[config.mk]
export PLATFORM = sky130hd
export DESIGN_NAME = shared_mem_responder
export DESIGN_NICKNAME = d
export VERILOG_FILES = /design/src/rtl/shared_mem_responder.sv
export SDC_FILE = /design/constraint.sdc
export NUM_CORES = 2
export LEC_CHECK = 0
export CORE_MARGIN = 2
export CORE_UTILIZATION = 30
export DETAILED_ROUTE_END_ITERATION = 6
export PLACE_DENSITY = 0.54
export RECOVER_POWER = 25
export SLEW_MARGIN = 20
export SYNTH_ARGS = -nofsm -noshare
export SYNTH_HDL_FRONTEND = slang
export SYNTH_SLANG_ARGS = --single-unit
[constraint.sdc]
create_clock -name clk -period 15.2 [get_ports clk]
set_input_delay 4.56 -clock clk [delete_from_list [all_inputs] [get_ports clk]]
set_output_delay 4.56 -clock clk [all_outputs]
set_load 0.03 [all_outputs]
[src/rtl/shared_mem_responder.sv]
// Memory-side responder for the shared memory bus: one request at a time, WAIT_STATES wait cycles, one-cycle mem_ready.
// Optional access counters (rd_count/wr_count/cnt_clear) are built when SHMEM_ACCESS_CNT_EN is defined.
module shared_mem_responder #(
  parameter int unsigned DATA_WIDTH  = 8,
  parameter int unsigned ADDR_WIDTH  = 8,
  parameter int unsigned WAIT_STATES = 2
) (
  input  logic                  clk,
  input  logic                  rst_n,
  input  logic [ADDR_WIDTH-1:0] mem_addr,
  input  logic [DATA_WIDTH-1:0] mem_write_data,
  input  logic                  mem_read_enable,
  input  logic                  mem_write_enable,
  output logic [DATA_WIDTH-1:0] mem_read_data,
  output logic                  mem_ready,
  output logic                  mem_busy
`ifdef SHMEM_ACCESS_CNT_EN
  ,
  input  logic                  cnt_clear,
  output logic [15:0]           rd_count,
  output logic [15:0]           wr_count
`endif
);

  typedef enum logic [1:0] {IDLE, BUSY, RESP} state_e;

  localparam int unsigned DEPTH   = 1 << ADDR_WIDTH;
  localparam bit          NO_WAIT = (WAIT_STATES == 0);
  localparam logic [3:0]  WS_INIT = NO_WAIT ? 4'd0 : 4'(WAIT_STATES - 1);

  logic [DATA_WIDTH-1:0] mem_q [DEPTH];

  state_e                state_q, state_d;
  logic [3:0]            cnt_q, cnt_d;
  logic [ADDR_WIDTH-1:0] addr_q, addr_d;
  logic [DATA_WIDTH-1:0] wdata_q, wdata_d;
  logic                  wr_q, wr_d;
  logic [DATA_WIDTH-1:0] rdata_q, rdata_d;

  logic                  req;
  logic                  commit;
  logic [ADDR_WIDTH-1:0] acc_addr;
  logic [DATA_WIDTH-1:0] acc_wdata;
  logic                  acc_wr;

  assign req = mem_read_enable | mem_write_enable;

  // With no wait states the access commits on the accepting edge, straight from the bus;
  // otherwise it commits from the latched request on the last BUSY edge.
  assign commit    = rst_n && (((state_q == BUSY) && (cnt_q == '0)) ||
                               (NO_WAIT && (state_q == IDLE) && req));
  assign acc_addr  = (state_q == IDLE) ? mem_addr         : addr_q;
  assign acc_wdata = (state_q == IDLE) ? mem_write_data   : wdata_q;
  assign acc_wr    = (state_q == IDLE) ? mem_write_enable : wr_q;

  always_comb begin
    state_d = state_q;
    cnt_d   = cnt_q;
    addr_d  = addr_q;
    wdata_d = wdata_q;
    wr_d    = wr_q;
    rdata_d = rdata_q;
    unique case (state_q)
      IDLE: begin
        if (req) begin
          addr_d  = mem_addr;
          wdata_d = mem_write_data;
          wr_d    = mem_write_enable;
          cnt_d   = WS_INIT;
          state_d = NO_WAIT ? RESP : BUSY;
        end
      end
      BUSY: begin
        if (cnt_q == '0) state_d = RESP;
        else             cnt_d   = cnt_q - 4'd1;
      end
      RESP:    state_d = IDLE;
      default: state_d = IDLE;
    endcase
    if (commit) rdata_d = mem_q[acc_addr];
  end

  always_ff @(posedge clk or negedge rst_n) begin
    if (!rst_n) begin
      state_q <= IDLE;
      cnt_q   <= '0;
      addr_q  <= '0;
      wdata_q <= '0;
      wr_q    <= 1'b0;
      rdata_q <= '0;
    end else begin
      state_q <= state_d;
      cnt_q   <= cnt_d;
      addr_q  <= addr_d;
      wdata_q <= wdata_d;
      wr_q    <= wr_d;
      rdata_q <= rdata_d;
    end
  end

  // Storage has no reset; read data is captured from the pre-write contents on the same edge.
  always_ff @(posedge clk) begin
    if (commit && acc_wr) mem_q[acc_addr] <= acc_wdata;
  end

  assign mem_read_data = rdata_q;
  assign mem_ready     = (state_q == RESP);
  assign mem_busy      = (state_q != IDLE);

`ifdef SHMEM_ACCESS_CNT_EN
  logic        rd_q, rd_d;
  logic        acc_rd;
  logic [15:0] rd_cnt_q, rd_cnt_d;
  logic [15:0] wr_cnt_q, wr_cnt_d;

  assign acc_rd = (state_q == IDLE) ? mem_read_enable : rd_q;

  always_comb begin
    rd_d     = rd_q;
    rd_cnt_d = rd_cnt_q;
    wr_cnt_d = wr_cnt_q;
    if ((state_q == IDLE) && req) rd_d = mem_read_enable;
    if (cnt_clear) begin
      rd_cnt_d = '0;
      wr_cnt_d = '0;
    end else if (commit) begin
      if (acc_rd && (rd_cnt_q != '1)) rd_cnt_d = rd_cnt_q + 16'd1;
      if (acc_wr && (wr_cnt_q != '1)) wr_cnt_d = wr_cnt_q + 16'd1;
    end
  end

  always_ff @(posedge clk or negedge rst_n) begin
    if (!rst_n) begin
      rd_q     <= 1'b0;
      rd_cnt_q <= '0;
      wr_cnt_q <= '0;
    end else begin
      rd_q     <= rd_d;
      rd_cnt_q <= rd_cnt_d;
      wr_cnt_q <= wr_cnt_d;
    end
  end

  assign rd_count = rd_cnt_q;
  assign wr_count = wr_cnt_q;
`endif

endmodule
* Word level (Yosys, flattened, before mapping)
Memories as Yosys holds them, arrays and structs flattened. A register that Yosys moved wholly into a read port is not among the register bits.
Cells that the tools add are included.
** Storage, ports and cells
- Memories :: 1
- RAM bits :: 2048
- Register bits :: 23
- Bits in read-only memories :: 0
- Latch bits :: 0
** Memories
- mem_q :: words 256, width 8, read ports 1, clocked after Yosys merged registers in 1, write ports 1, line 31 : logic [DATA_WIDTH-1:0] mem_q [DEPTH];
** Cells by class
- Muxes and demuxes :: 11
- $lt $le $gt $ge :: 0
- Add/sub/neg operators :: 1
- Divide/modulo/power cells :: 0
- Bitwise logic cells :: 1
- Reductions and logical operators :: 11
- $mul :: 0
- Equal/unequal tests :: 5
- Shift-type cells :: 0
** Operators by type and width (number)
- 2-to-1 mux 8 bit :: 2
- 2-to-1 mux 4 bit :: 2
- one-hot mux 4 bit (2 select lines) :: 1
- zero test 4 bit :: 1
- 2-to-1 mux 2 bit :: 2
- inequality test 2 bit, second input constant :: 2
- one-hot mux 2 bit (2 select lines) :: 1
- AND reduction 2 bit :: 2
- nonzero test 2 bit :: 2
- subtractor 4 x 1 -> 4 bit, second input constant :: 1
- logical AND 1 bit :: 3
- 2-to-1 mux 1 bit :: 3
- AND reduction 3 bit :: 1
- == test 2 x 1 -> 1 bit, second input constant :: 1
- == test 2 bit, second input constant :: 1
- zero test 2 bit :: 1
- inequality test 2 x 1 -> 1 bit, second input constant :: 1
- zero test 1 bit :: 1
- OR 1 bit :: 1

* Longest topological paths before layout
- Word-level depth :: 6
- Gate-level depth with buffers :: 15
- Mapped depth without buffers :: 10

* Least setup slack after synthesis
No wires, ideal clock.
- Path kind :: in2reg
- From :: input port mem_write_data[0]
- To :: memory mem_q[0][0] (data pin)
- Arrival :: 7.656 ns
- Library setup time :: 0.823 ns
- Data required time :: 14.377 ns
- Path buffers :: 0
- Path slack :: 6.721 ns
- Stages :: 2
- Path through :: nand2_1 nand2_1
** On the way
- Cells in the longest elaborated chain, start to end :: 1
** Ends and longest elaborated chain
- start, declared :: line 11 : input logic [DATA_WIDTH-1:0] mem_write_data,
- 2-to-1 mux 8 bit :: line 53 : assign acc_wdata = (state_q == IDLE) ? mem_write_data : wdata_q;
- net acc_wdata[0] :: line 43 : logic [DATA_WIDTH-1:0] acc_wdata;
- end, declared :: line 31
The timed path passes the listed nets, and every way through them passes these cells.

* Final worst setup path
- From :: input port rst_n
- To :: memory mem_q[141][4] (enable)
** On the way
- Cells in the longest elaborated chain, start to end :: 4
** Ends and longest elaborated chain
- start, declared :: line 9 : input logic rst_n,
- logical AND 1 bit :: line 50 : assign commit = rst_n && (((state_q == BUSY) && (cnt_q == '0)) ||
- logical AND 1 bit :: line 103 : if (commit && acc_wr) mem_q[acc_addr] <= acc_wdata;
- 2-to-1 mux 1 bit :: line 103
- 2-to-1 mux 1 bit (not written as such) :: line 103
No other way between the ends.

==> impl_metrics.ini <==
[status]
outcome = finished with violations
violations = capacitance limit, slew limit

[power]
switching_power_mw = 7.64
power.total_mw = 19.7
internal_power_mw = 12.0
combPwrFrac_pct = 35.8
p_clk_share_pct = 24.8
peakVddDrop_mv = 0.246
pwr-share-seq_pct = 39.5
switching_share_pct = 38.9
power_density_nw_per_um2 = 223
power_leakage_nw = 26.4

[grt]
grt_pass1_wl_um = 326000
grt.total_usage_pct = 16.8
grt_antenna_before_repair = 7
grt-ovfl-total = 0
grt_pass1_vias = 43400
grt_start_max_net_pins = 207

[logic_synthesis]
syn_avg_cell_area_um2 = 17.7
synth-async-reset-ratio_pct = 1.49
synth_nets = 4429
synth_flop_cell = edfxtp_1
ys_warn_count = 0
netlist_area_um2 = 78000
syn_inst = 4407
synth_cell_types = 68
synth-edff-count = 2048
ys_ff_latch = 2079
yosysSeqAreaShare_pct = 79.8

[worst_hold_path]
hold_path_class = flip-flop to flip-flop

[placement]
post-place-ws_ns = 5.60
gp_congestion = 0.809
dp_hpwl_um = 128000
port_buffers = 29
dp_cells = 7611

[sta]
post-route-min-period_ns = 9.77
max_freq_mhz = 102
finalMaxSlewViolations = 857
fin_crit_sh_pct = 64.2
hold_viol = 0
rsz0062_at_grt = no
worst_slew_pin_slew_ns = 4.46
fin_worst_skew_ns = 0.0381
setup_viol = 0
slew_headroom_pct = -197
finalWorstSetupSlack_ns = 5.43
fin_setup_tns_ns = 0

[worst_setup_path]
crit_chain = buf_2, clkbuf_1, nand2_1, nor2_1, buf_4, nand3_1, buf_4, nor2_1
path_max_fanout = 33
endpoint_kind = flip-flop
crit_arrival_ns = 10.22
path_class = input port to flip-flop
setup.worst_path.start_class = input port
worstPathRequired_ns = 15.65
critical-path-max-stage-delay_ns = 1.82
crit_path_top_delay_cell = clkbuf_1

[layout]
final_cell_mix = edfxtp_1 (2,048), a22oi_1 (458), a221o_1 (283), a221oi_1 (283), nand3_1 (250)
final_cells = 7995
drive_gt1_share_pct = 9.71
fillers = 24400
final_common_cell = edfxtp_1
areaGrowthSynthToFinish_pct = 13.1
num-nets-final = 4439

[floorplan]
dieHeight_um = 514
initial_core_util_pct = 30.1
die-area_um2 = 264000
fp.dieW_um = 514
ios = 30
rows = 187
core_area_um2 = 259000

[cts]
cts-root-buf = clkbuf_16
postCtsSetupRepairBufs = 0
cts_tree = built
cts_sinks = 2079
cts_max_path_buffers = 3
cts_hold_buf = 0
cts_max_level = 4
clkLatencyLatePin_ns = 0.85
cts_made_buffers = 206
clkTransAtPathRegs_ns = 0.06
cts_resized = 0

[routing]
drt_wl_total_um = 227000
vias = 44300
drc = 0
viasPerCell = 5.54
drtAntennaViolNets = 0
firstDrtPassIters = 5
wl_per_cell_um = 28.4
dr.first_iter.drc_count = 5798

[job]
maxCapViolCount = 13
[cells in the mapped netlist (4+ instances only)]
| cell | number | area (µm²) |
|---|---|---|
| o21ai_0 | 9 | 45.0 |
| a221oi_1 | 283 | 2480 |
| buf_1 | 11 | 41.3 |
| nor2_1 | 247 | 927 |
| a311oi_1 | 9 | 78.8 |
| o31ai_1 | 8 | 60.1 |
| o22ai_1 | 9 | 56.3 |
| nand2b_1 | 8 | 50.1 |
| edfxtp_1 | 2048 | 61500 |
| inv_1 | 6 | 22.5 |
| dfrtp_1 | 31 | 776 |
| buf_4 | 47 | 353 |
| a21oi_1 | 32 | 160 |
| a221oi_2 | 4 | 60.1 |
| nor4_1 | 70 | 438 |
| nor3_1 | 30 | 150 |
| buf_6 | 32 | 360 |
| a221o_1 | 283 | 2830 |
| a31oi_1 | 16 | 100 |
| nand3_1 | 256 | 1280 |
| clkbuf_1 | 93 | 349 |
| nand4_1 | 7 | 43.8 |
| o21ai_1 | 6 | 30.0 |
| o21a_1 | 13 | 97.6 |
| a22oi_1 | 458 | 3440 |
| o41ai_1 | 17 | 149 |
| mux2_2 | 16 | 180 |
| and3_1 | 15 | 93.8 |
| nand2_1 | 107 | 402 |
| or4_1 | 15 | 113 |
| buf_2 | 164 | 821 |
[power by group through the flow]
stage	clock, mW	combinational [mW]	sequential, mW
3_3_place_gp	0	6.94	7.79
2_1_floorplan	0	3.92	8.13
4_1_cts	4.93	7.06	7.67
5_1_grt	5.15	7.40	7.77
6_report	4.87	7.03	7.76
3_5_place_dp	0	7.04	7.79
[cell families (layout without fill, tap and decap cells)]
kind of cell / Yosys count / count (layout) / share of synthesized area [%]
xor+xnor: 2 / 2 / 0.0224
simple gates: 771 / 771 / 4.65
buf+inv: 354 / 539 / 2.51
flops: 2079 / 2079 / 79.8
compound gates: 1181 / 1181 / 12.7
mux: 18 / 18 / 0.256
fa+ha+maj: 2 / 2 / 0.0321
other cells: 0 / 1 / 0
[state kept, by name (all words and copies together) (netlist names)]
register,cells
state_q,2
addr_q,8
wr_q,1
mem_q,2048
cnt_q,4
wdata_q,8
mem_read_data,8
[final timing paths]
kind                                         end  depth (start not counted)  startpoint  slack, ns
worst min register to register              wr_q                          1        wr_q       0.50
max in group asynchronous       mem_read_data[4]                          2       rst_n       9.11
worst max-delay path               mem_q[141][4]                          8       rst_n       5.43
worst max register to register     mem_q[119][0]                          6  state_q[1]       8.49
worst min-delay path                        wr_q                          1        wr_q       0.50
min in group asynchronous       mem_read_data[3]                          2       rst_n       4.63
[cell type report]
cell class / count / area [µm²] / share of cell area (%)
Sequential cell: 2079 / 62300 / 70.5
Multi-Input combinational cell: 1974 / 14100 / 15.9
Clock buffer: 278 / 5520 / 6.25
Tap cell: 3402 / 4260 / 4.82
Timing Repair Buffer: 150 / 1320 / 1.50
Clock inverter: 105 / 826 / 0.935
Inverter: 6 / 22.5 / 0.0255
Antenna cell: 1 / 2.50 / 0.00283
[routing by layer]
metal	wire [µm]	GRT usage, %
met1	96200	23.4
met2	109000	27.1
met3	16400	2.75
met4	5850	4.44
met5	13	0
[stage by stage]
step	cell area (µm²)	hold slack, ns	util [%]
finish	88300	0.504	34.1
CTS	88400	0.504	34.1
global route	88300	0.529	34.1
floorplan	78000	0.465	-
detailed placement	82000	0.481	31.6
global placement	81900	0.485	31.6
[critical path: cells and delay by family]
family | cells | cell delay [ns]
buffers and inverters | 4 | 2.90
and+or+nand+nor | 4 | 2.70
Note: power is estimated with default switching activity, not from simulation.
